==> config.mk <==
export PLATFORM = sky130hd
export DESIGN_NAME = uart_tx_fifo
export DESIGN_NICKNAME = d
export VERILOG_FILES = /design/src/rtl/uart_tx_fifo.sv
export SDC_FILE = /design/constraint.sdc
export NUM_CORES = 1
export LEC_CHECK = 0
export ABC_AREA = 1
export CAP_MARGIN = 20
export CORE_AREA = 4 4 145 161
export DETAILED_ROUTE_END_ITERATION = 10
export DIE_AREA = 0 0 149 165
export MAX_ROUTING_LAYER = met4
export PLACE_DENSITY = 0.44
export SLEW_MARGIN = 20
export SYNTH_ARGS = -nofsm -noshare
export SYNTH_HDL_FRONTEND = slang
export SYNTH_SLANG_ARGS = --single-unit
==> constraint.sdc <==
create_clock -name clk_i -period 1.6 [get_ports clk_i]
set_clock_uncertainty 0.1 [all_clocks]
set_input_delay 0.16 -clock clk_i [delete_from_list [all_inputs] [get_ports clk_i]]
set_output_delay 0.16 -clock clk_i [all_outputs]
set_load 0.05 [all_outputs]
==> src/rtl/uart_tx_fifo.sv <==
// Byte FIFO feeding a UART transmitter through a send/busy handshake.
// Keeps at most one byte outstanding and holds it stable until the next pop.
module uart_tx_fifo #(
    parameter int unsigned DATA_UART  = 8,
    parameter int unsigned DEPTH_LOG2 = 4
) (
    input  logic                  clk_i,
    input  logic                  rst_i,
    input  logic                  en_i,
    input  logic                  flush_i,
    input  logic [DATA_UART-1:0]  wr_data_i,
    input  logic                  wr_valid_i,
    output logic                  wr_ready_o,
    output logic [DATA_UART-1:0]  tx_data_o,
    output logic                  tx_send_o,
    input  logic                  tx_busy_i,
    output logic [DEPTH_LOG2:0]   count_o,
    output logic                  empty_o,
    output logic                  full_o,
    output logic                  overflow_o
);

    localparam int unsigned DEPTH = 1 << DEPTH_LOG2;
    localparam int unsigned CNT_W = DEPTH_LOG2 + 1;

    typedef enum logic [1:0] {
        ST_IDLE      = 2'd0,
        ST_SEND      = 2'd1,
        ST_WAIT_DONE = 2'd2
    } state_e;

    state_e                 state_q, state_d;
    logic [DEPTH_LOG2-1:0]  wr_ptr_q, wr_ptr_d;
    logic [DEPTH_LOG2-1:0]  rd_ptr_q, rd_ptr_d;
    logic [CNT_W-1:0]       count_q, count_d;
    logic                   empty_q, empty_d;
    logic                   full_q, full_d;
    logic                   overflow_q, overflow_d;
    logic                   tx_send_q, tx_send_d;
    logic [DATA_UART-1:0]   tx_data_q, tx_data_d;
    logic                   push;
    logic                   pop;

    logic [DATA_UART-1:0]   mem_q [DEPTH];

    // Storage is not reset; occupancy is tracked entirely by count_q.
    always_ff @(posedge clk_i) begin
        if (push) begin
            mem_q[wr_ptr_q] <= wr_data_i;
        end
    end

    always_ff @(posedge clk_i) begin
        if (rst_i) begin
            state_q    <= ST_IDLE;
            wr_ptr_q   <= '0;
            rd_ptr_q   <= '0;
            count_q    <= '0;
            empty_q    <= 1'b1;
            full_q     <= 1'b0;
            overflow_q <= 1'b0;
            tx_send_q  <= 1'b0;
            tx_data_q  <= '0;
        end else begin
            state_q    <= state_d;
            wr_ptr_q   <= wr_ptr_d;
            rd_ptr_q   <= rd_ptr_d;
            count_q    <= count_d;
            empty_q    <= empty_d;
            full_q     <= full_d;
            overflow_q <= overflow_d;
            tx_send_q  <= tx_send_d;
            tx_data_q  <= tx_data_d;
        end
    end

    always_comb begin
        state_d    = state_q;
        wr_ptr_d   = wr_ptr_q;
        rd_ptr_d   = rd_ptr_q;
        count_d    = count_q;
        overflow_d = overflow_q;
        tx_send_d  = tx_send_q;
        tx_data_d  = tx_data_q;
        pop        = 1'b0;
        push       = wr_valid_i && !full_q && !flush_i;

        // Flush blocks a new pop but never disturbs a handshake already underway.
        case (state_q)
            ST_IDLE: begin
                if (en_i && !empty_q && !tx_busy_i && !flush_i) begin
                    pop       = 1'b1;
                    state_d   = ST_SEND;
                    tx_send_d = 1'b1;
                    tx_data_d = mem_q[rd_ptr_q];
                end
            end
            ST_SEND: begin
                if (tx_busy_i) begin
                    state_d   = ST_WAIT_DONE;
                    tx_send_d = 1'b0;
                end
            end
            ST_WAIT_DONE: begin
                if (!tx_busy_i) begin
                    state_d = ST_IDLE;
                end
            end
            default: begin
                state_d   = ST_IDLE;
                tx_send_d = 1'b0;
            end
        endcase

        if (flush_i) begin
            wr_ptr_d   = '0;
            rd_ptr_d   = '0;
            count_d    = '0;
            overflow_d = 1'b0;
        end else begin
            if (push) begin
                wr_ptr_d = wr_ptr_q + DEPTH_LOG2'(1);
            end
            if (pop) begin
                rd_ptr_d = rd_ptr_q + DEPTH_LOG2'(1);
            end
            if (push && !pop) begin
                count_d = count_q + CNT_W'(1);
            end else if (pop && !push) begin
                count_d = count_q - CNT_W'(1);
            end
            if (wr_valid_i && full_q) begin
                overflow_d = 1'b1;
            end
        end

        empty_d = (count_d == '0);
        full_d  = (count_d == CNT_W'(DEPTH));
    end

    assign wr_ready_o = !full_q;
    assign tx_data_o  = tx_data_q;
    assign tx_send_o  = tx_send_q;
    assign count_o    = count_q;
    assign empty_o    = empty_q;
    assign full_o     = full_q;
    assign overflow_o = overflow_q;

endmodule

==> flow_summary.ini, run 1 <==
[outcome]
run_status = finished with violations
violations = negative setup slack

[synthesis]
ys_ff_latch = 155
synth_edf_count = 128
yosys_warnings = 0
synthArstFlopShare_pct = 0
synth_area_per_cell_um2 = 11.3
synth_cell_types = 32
syn_nets = 591
synth_top_area_cell = edfxtp_1
synth_top_area_share_pct = 59.6
ys_seq_area_share_pct = 68.0
syn-instance-count = 570
ys.flop_type = edfxtp_1
syn_area_mm2 = 0.00644
synthTopCellsByArea = edfxtp_1 (60%), dfxtp_1 (8.4%), nor2_1 (7.0%)

[timing]
drv_slew = 0
rsz0062_at_grt = yes
post-route-period-util_pct = 101
holdWs_ps = 347
min_period_ps = 1620
fin_ws_ps = -19.9
final_hold_viol_count = 0
maxSlewHeadroom_pct = 75.2
fin_tns_setup_ps = -45.9
setup_viol = 5
fmax_ghz = 0.617
worst_slew_pin_slew_ps = 371

[pwr]
worst_ir_drop_vdd_mv = 0.772
p_leak_nw = 3.05
fin_total_pwr_mw = 8.88
combPwrFrac_pct = 5.5
seq_power_share_pct = 49.8
power.density_mw_per_mm2 = 1040
internal_power_mw = 6.78
p_switching_mw = 2.09
swShare_pct = 23.6
clkPwrFrac_pct = 44.7

[floorplanning]
initial_core_util_pct = 29.5
fp.dieH_um = 165
placeableCoreArea_mm2 = 0.0218
rows = 57
dieArea_mm2 = 0.0246
ios = 32
die_w_um = 149

[setup_path]
critPathLaunchType = register
worstSetupPathType = register to register
worstRegToRegCells = 9
r2r_slack_ps = -20
r2r-end = tx_data_o[1]$_SDFFE_PP0P_
crit_family = simple AND/OR/NAND/NOR gates
path_buf_inv = 4
critical_path.cell_chain = inv_4, buf_12, buf_4, nor2_1, o211ai_1, nand3_1, nand3_2, nand2_1, inv_1
crit_path_end_kind = register
crit_fanout = 14
cp_slowest_cell = dfxtp_4
rr_startpoint = rd_ptr_q[0]$_SDFFE_PP0P_
cp.arrival_ps = 1840
slowest_delay_ps = 400
worstPathRequired_ps = 1820

[hold_path]
min_from = rst_i
hold_end = overflow_o$_SDFFE_PP0P_
worstHoldPathCells = 4
min_path_type = input port to register

[detailed_routing]
vias_per_cell = 4.66
num_vias = 4511
finalWirelength_mm = 16.6
drtAntennaViolNets = 0
wl_per_cell_um = 17.1
dr.pass1.iters = 4
drtIter0Drc = 359
drc = 0

[layout]
antennaDiodeCount = 0
n_fill_cell = 2171
multi_input_area_mm2 = 0.00199
synthToLayoutAreaGrowth_pct = 33.0
drive_gt1_share_pct = 27.9
regArea_mm2 = 0.00440
final_util_pct = 39.3
nets = 681
fin_area_mm2 = 0.00857

[clock_tree]
postCtsHoldBufs = 0
cts_max_level = 4
clk_path_buf_depth = 2
cts_buffers = 17
cts_sinks = 155
cts_tree = built
clk_pin_slew_worst_paths_ps = 70
clockRootBuffer = clkbuf_16
insertion_delay_ps = 430

[global_routing]
grt_max_degree = 20
grt_pass1_wl_mm = 25.8
grtUsageTotal_pct = 14.4
grt_pass1_vias = 4502
antenna_found_initial = 0
grt_overflow = 0

[job]
drv_cap = 0

[place]
placed_area_mm2 = 0.00773
dpl.hpwl_mm = 11.4
place.gp.congestion = 0.790
io_buffer_count = 31
## cell families after synthesis
logic type	count (synthesis)	share of synthesized area, %
flops	155	68.0
compound gates	124	11.4
simple gates	218	14.8
fa+ha+maj	7	1.36
buf+inv	65	4.27
xor+xnor	1	0.136
## through the flow
stage	setup slack [ps]	instances
floorplan	-145	570
global placement	-297	929
detailed placement	-326	929
CTS	-40.8	962
global route	-96.2	968
finish	-19.9	968
## synthesized netlist by cell type, drive strengths merged (2+ instances only)
library cell  number
a21oi              9
buf               15
clkbuf            12
clkinv             3
dfxtp             27
edfxtp           128
ha                 7
inv               35
nand2             46
nand3             38
nand4              4
nor2             126
nor4               2
o211ai            25
o21a               8
o21ai             73
o221ai             8
## final cells by class
cell class                      count  area share (%)
Inverter                           38            1.82
Timing Repair Buffer               98            12.6
Clock buffer                       17            4.96
Multi-Input combinational cell    350            23.2
Clock inverter                     15            1.80
Tap cell                          295            4.31
Sequential cell                   155            51.3
## state kept, by name, summed over array words and instances, names as in the netlist
name	count
tx_data_o	8
tx_send_o	1
wr_ptr_q	4
mem_q	128
empty_o	1
rd_ptr_q	4
count_o	5
full_o	1
state_q	2
overflow_o	1
## power by group through the flow
| stage | logic (mW) | registers, mW | clock network (mW) |
|---|---|---|---|
| final | 0.492 | 4.42 | 3.97 |
| after global routing | 0.537 | 4.42 | 4.21 |
| after CTS | 0.481 | 4.42 | 4.06 |
| after detailed placement | 0.468 | 4.50 | 0 |
| after global placement | 0.465 | 4.50 | 0 |
| after floorplan | 0.173 | 4.55 | 0 |
## per-layer routing
layer / share of wire [%] / routed length [µm] / up-vias / track usage (%)
met5: 0 / 0 / - / -
met4: 1.4 / 239 / 0 / 5.24
met3: 2.2 / 372 / 19 / 2.39
met2: 52 / 8530 / 60 / 23.9
met1: 45 / 7420 / 2223 / 17.8
li1: - / - / 2209 / -
## placed cells by master (no fill, tap or decap), types with 3 or more instances in the layout
cell	instances
a21oi_1	9
buf_12	21
buf_4	58
buf_6	3
clkbuf_16	17
clkdlybuf4s50_1	13
clkinv_1	4
clkinvlp_4	4
dfxtp_1	19
dfxtp_2	6
edfxtp_1	128
ha_1	7
inv_1	28
inv_2	3
inv_6	5
inv_8	4
nand2_1	40
nand2_2	5
nand3_1	25
nand3_2	11
nand4_1	4
nor2_1	88
nor2_2	24
nor2_4	14
o211ai_1	25
o21a_1	8
o21ai_0	54
o21ai_1	19
o221ai_1	8
## worst max-delay path by stage
| stage | from | cells past startpoint | to | slack, ps |
|---|---|---|---|---|
| after CTS | rd_ptr_q[0]$_SDFFE_PP0P_ | 10 | tx_data_o[6]$_SDFFE_PP0P_ | -40 |
| after floorplan | full_o$_SDFF_PP0_ | 12 | full_o$_SDFF_PP0_ | -140 |
| final | rd_ptr_q[0]$_SDFFE_PP0P_ | 9 | tx_data_o[1]$_SDFFE_PP0P_ | -20 |
| after detailed placement | flush_i | 6 | mem_q[11][6]$_DFFE_PP_ | -330 |
| after global placement | flush_i | 6 | mem_q[11][1]$_DFFE_PP_ | -300 |
| after global routing | rd_ptr_q[0]$_SDFFE_PP0P_ | 10 | tx_data_o[2]$_SDFFE_PP0P_ | -100 |
## worst reg2reg max path: cells and delay by family (launching register included)
family	cells	cell delay [ps]
compound gates	1	140
buf+inv	4	410
flops	1	400
simple gates	4	480
## what timing repair did
| item | in CTS | in global routing |
|---|---|---|
| gates resized for setup | 43 | 24 |
| buffers inserted | 0 | 6 |
| pin swaps | 41 | 29 |
| gates cloned | 1 | 0 |
| setup endpoints to repair | 8 | 21 |
Power figures use the tool's default switching activity.
==> run 2, diff against run 1 <==
- CELL_PAD_IN_SITES_DETAIL_PLACEMENT: unset -> 1
- CELL_PAD_IN_SITES_GLOBAL_PLACEMENT: unset -> 2
- PLACE_DENSITY: 0.44 -> 0.6
==> flow_summary.ini, run 2 (synthesized netlist as in run 1, its figures left out) <==
[layout]
drive_gt1_share_pct = 27.6
largest_register_ffs = 128
layout_common_cells = edfxtp_1 (128), nor2_1 (98), buf_4 (60)
regMostFlops = mem_q
layout_commonest_cell = edfxtp_1
fin_cells = 965
antennaDiodeCount = 0
nets = 679
fin_area_mm2 = 0.00854
synthToLayoutAreaGrowth_pct = 32.5

[clock_tree]
cts_sinks = 155
cts_max_level = 4
cts_tree = built
clk_pin_slew_worst_paths_ps = 60
clk_path_buf_depth = 2
clockRootBuffer = clkbuf_16
cts_buffers = 17
insertion_delay_ps = 420

[floorplanning]
dieArea_mm2 = 0.0246
die_w_um = 149
ios = 32
rows = 57
fp.dieH_um = 165
initial_core_util_pct = 29.5
placeableCoreArea_mm2 = 0.0218

[detailed_routing]
dr.pass1.iters = 4
drtAntennaViolNets = 0
num_vias = 4518
drc = 0
finalWirelength_mm = 18.2
wl_per_cell_um = 18.9
vias_per_cell = 4.68
drtIter0Drc = 186

[timing]
fmax_ghz = 0.600
drv_slew = 0
final_hold_viol_count = 0
worst_slew_pin_slew_ps = 418
rsz0062_at_grt = yes
setup_viol = 5
maxSlewHeadroom_pct = 72.1
min_period_ps = 1670
post-route-period-util_pct = 104
fin_ws_ps = -66.9

[setup_path]
crit_fanout = 10
critical_path.cell_chain = inv_6, buf_12, buf_12, nor2_1, o211ai_1, nand3_1, nand3_2, nand2_1, inv_1
cp_slowest_cell = dfxtp_4
cp.arrival_ps = 1940
crit_path_start = rd_ptr_q[0]$_SDFFE_PP0P_
path_buf_inv = 4
crit_family = simple AND/OR/NAND/NOR gates
slowest_delay_ps = 400
critPathLaunchType = register
worstSetupPathType = register to register
rr_startpoint = rd_ptr_q[0]$_SDFFE_PP0P_
crit_top_cell = buf_12
worstPathRequired_ps = 1870
crit_path_end_kind = register

[outcome]
violations = negative setup slack
run_status = finished with violations

[place]
place.gp.congestion = 0.788
dpl.hpwl_mm = 12.3
placed_area_mm2 = 0.00763
place_inst = 924
io_buffer_count = 31

[global_routing]
grtUsageTotal_pct = 15.8
grt_pass1_vias = 4803
antenna_found_initial = 0
grt_pass1_wl_mm = 27.8
grt_overflow = 0
grt_max_degree = 43

[job]
drv_cap = 0

[pwr]
p_leak_nw = 3.07
worst_ir_drop_vdd_mv = 0.618
power.density_mw_per_mm2 = 1070

[hold_path]
min_from = tx_busy_i
min_path_type = input port to register
## run 2: cell types whose count changed in the layout (fill, tap and decap cells not counted), moves of 4 or more
cell,previous run,this run
buf_12,21,17
inv_8,4,0
nand2_1,40,36
nand2_2,5,9
nor2_1,88,98
nor2_4,14,7
o21ai_0,54,45
o21ai_2,0,9
## run 2: worst paths after layout
path                          endpoint  slack, ps  depth (start not counted)
min            state_q[1]$_SDFFE_PP0P_        350                          4
max          tx_data_o[1]$_SDFFE_PP0P_        -70                          9
min reg2reg    overflow_o$_SDFFE_PP0P_        400                          2
max reg2reg  tx_data_o[1]$_SDFFE_PP0P_        -70                          9
## run 2: area by class of cell
| cell class | instances | area (µm²) |
|---|---|---|
| Clock inverter | 13 | 190 |
| Tap cell | 295 | 369 |
| Fill cell | 2377 | 13300 |
| Clock buffer | 18 | 429 |
| Inverter | 38 | 159 |
| Multi-Input combinational cell | 350 | 1960 |
| Sequential cell | 155 | 4400 |
| Timing Repair Buffer | 96 | 1030 |
## run 2: stage by stage
step / utilization [%] / hold slack, ps / worst slack [ps] / power (mW) / TNS (ps)
2_1_floorplan: - / 138 / -145 / 4.73 / -15860
6_report: 39.1 / 348 / -66.9 / 9.16 / -220
3_3_place_gp: 35.0 / 380 / -356 / 4.98 / -39450
5_1_grt: 39.1 / 386 / -147 / 9.52 / -1140
3_5_place_dp: 35.0 / 400 / -379 / 4.98 / -45000
4_1_cts: 38.4 / 333 / -41.7 / 9.27 / -172
## run 2: timing repair
item,CTS,global route
pin swaps,20,14
hold buffers,0,0
resized for setup,39,28
setup buffers,2,4
setup endpoints to repair,38,61
hold endpoints to repair,0,0
gates cloned,1,3
## run 2: worst reg2reg max path: cells and delay by family, from the launching register on
kind                   cells  cell delay, ps
flip-flops                 1             400
AND/OR/NAND/NOR            4             430
buffers and inverters      4             410
AO/OA/AOI/OAI              1             260
## run 2: routing by layer
layer | track usage [%] | vias up | wire length [µm]
li1 | - | 2197 | -
met1 | 19.1 | 2258 | 8050
met2 | 26.5 | 42 | 9470
met3 | 3.05 | 21 | 371
met4 | 5.37 | 0 | 310
met5 | - | - | 0
## run 2: where the power goes
part	total (mW)	switching, mW	leakage [nW]	internal [mW]
clock network	4.25	1.63	0.303	2.62
registers	4.42	0.0238	1.38	4.39
logic	0.494	0.310	1.39	0.184
==> run 3, diff against run 2 <==
- RECOVER_POWER: unset -> 100
==> flow_summary.ini, run 3 (synthesized netlist as in run 1, its figures left out) <==
[setup_path]
critical_path.cell_chain = inv_6, buf_12, buf_12, nor2_1, o211ai_1, nand3_1, nand3_2, nand2_1, inv_1
crit_path_start = rd_ptr_q[0]$_SDFFE_PP0P_
cp_slowest_cell = dfxtp_4
rr_startpoint = rd_ptr_q[0]$_SDFFE_PP0P_
worstPathRequired_ps = 1870
crit_top_cell = buf_12
crit_family = simple AND/OR/NAND/NOR gates
crit_path_end_kind = register
worstSetupPathType = register to register
path_buf_inv = 4
r2r_slack_ps = -50
crit_fanout = 10
critPathLaunchType = register
cp.arrival_ps = 1930
slowest_delay_ps = 400

[detailed_routing]
num_vias = 4528
met1Wirelength_mm = 8.02
drc = 0
drtIter0Drc = 174
wl_met2_mm = 9.42
drtAntennaViolNets = 0
routed.top_layer = met4
finalWirelength_mm = 18.2
vias_per_cell = 4.69
wl_per_cell_um = 18.8
wl_met3_um = 429
dr.pass1.iters = 4

[place]
dpl.hpwl_mm = 12.3
place.gp.congestion = 0.788
place_inst = 924
io_buffer_count = 31

[clock_tree]
cts_tree = built
insertion_delay_ps = 420
cts_sinks = 155
clockRootBuffer = clkbuf_16
clk_path_buf_depth = 2
postCtsHoldBufs = 0
cts_max_level = 4
clk_pin_slew_worst_paths_ps = 60
cts_buffers = 17

[job]
drv_cap = 0

[global_routing]
grt_pass1_wl_mm = 27.8
grt_overflow = 0
antenna_found_initial = 0
grt_max_degree = 43
grtUsageTotal_pct = 15.8
grt_pass1_vias = 4803

[layout]
fin_cells = 965
largest_register_ffs = 128
n_fill_cell = 2393
regMostFlops = mem_q
synthToLayoutAreaGrowth_pct = 30.1
final_util_pct = 38.4
layout_common_cells = edfxtp_1 (128), nor2_1 (105), o21ai_0 (45)
nets = 679
antennaDiodeCount = 0
layout_commonest_cell = edfxtp_1
drive_gt1_share_pct = 25.4

[timing]
fin_ws_ps = -54.7
rsz0062_at_grt = yes
fmax_ghz = 0.604
fin_tns_setup_ps = -209
final_hold_viol_count = 0
maxSlewHeadroom_pct = 30.3
drv_slew = 0
setup_viol = 7
worst_slew_pin_slew_ps = 1050
holdWs_ps = 349
min_period_ps = 1650
post-route-period-util_pct = 103

[floorplanning]
placeableCoreArea_mm2 = 0.0218
ios = 32
initial_core_util_pct = 29.5
die_w_um = 149
dieArea_mm2 = 0.0246
fp.dieH_um = 165
rows = 57

[hold_path]
min_path_type = input port to register
min_from = tx_busy_i

[pwr]
worst_ir_drop_vdd_mv = 0.617
power.density_mw_per_mm2 = 1090
p_leak_nw = 3.02

[outcome]
violations = negative setup slack
run_status = finished with violations
run 3: cell types whose count changed in the layout (fill, tap and decap cells not counted), sizes merged:
cell           previous run  this run
clkbuf                   20        53
dlygate4sd3               0         9
buf                      81        48
clkdlybuf4s50            13         4
run 3: repair_timing:
item / CTS / global route
gates resized for setup: 39 / 28
setup buffers: 2 / 4
pin swaps: 20 / 14
cloned: 1 / 3
endpoints found under the setup margin: 38 / 61
run 3: layout make-up:
type | count | area, µm² | share of cell area (%)
clock buffer | 18 | 429 | 5.12
clock inverter | 13 | 190 | 2.27
inverter | 38 | 156 | 1.86
multi-input combinational | 350 | 1930 | 23.0
sequential | 155 | 4400 | 52.5
tap | 295 | 369 | 4.40
timing repair buffer | 96 | 915 | 10.9
run 3: path summary, 6_finish.rpt:
path	endpoint	cells after the start
worst min register to register	overflow_o$_SDFFE_PP0P_	2
worst min-delay path	state_q[1]$_SDFFE_PP0P_	4
worst max-delay path	tx_data_o[1]$_SDFFE_PP0P_	9
worst max register to register	tx_data_o[1]$_SDFFE_PP0P_	9
run 3: routing by layer:
| metal | vias to the layer above | GRT usage, % |
|---|---|---|
| met5 | - | - |
| met3 | 20 | 3.05 |
| met2 | 50 | 26.5 |
| met1 | 2259 | 19.1 |
| met4 | 0 | 5.37 |
| li1 | 2199 | - |
run 3: worst min-delay path: stages:
cell	delay, ps
clkdlybuf4s50_1	430
inv_1	90
buf_4	110
nor4_1	40
run 3: report_power, final:
group | internal (mW) | leakage (nW) | switching (mW)
Combinational | 0.158 | 1.34 | 0.309
Clock | 2.62 | 0.303 | 1.63
Sequential | 4.40 | 1.38 | 0.0228
run 3: metrics by stage:
stage          setup slack, ps  power, mW  cell area, µm²
2_1_floorplan             -145       4.73            6520
3_3_place_gp              -356       4.98            7630
3_5_place_dp              -379       4.98            7630
4_1_cts                  -41.7       9.27            8370
5_1_grt                   -147       9.50            8390
6_report                 -54.7       9.14            8390
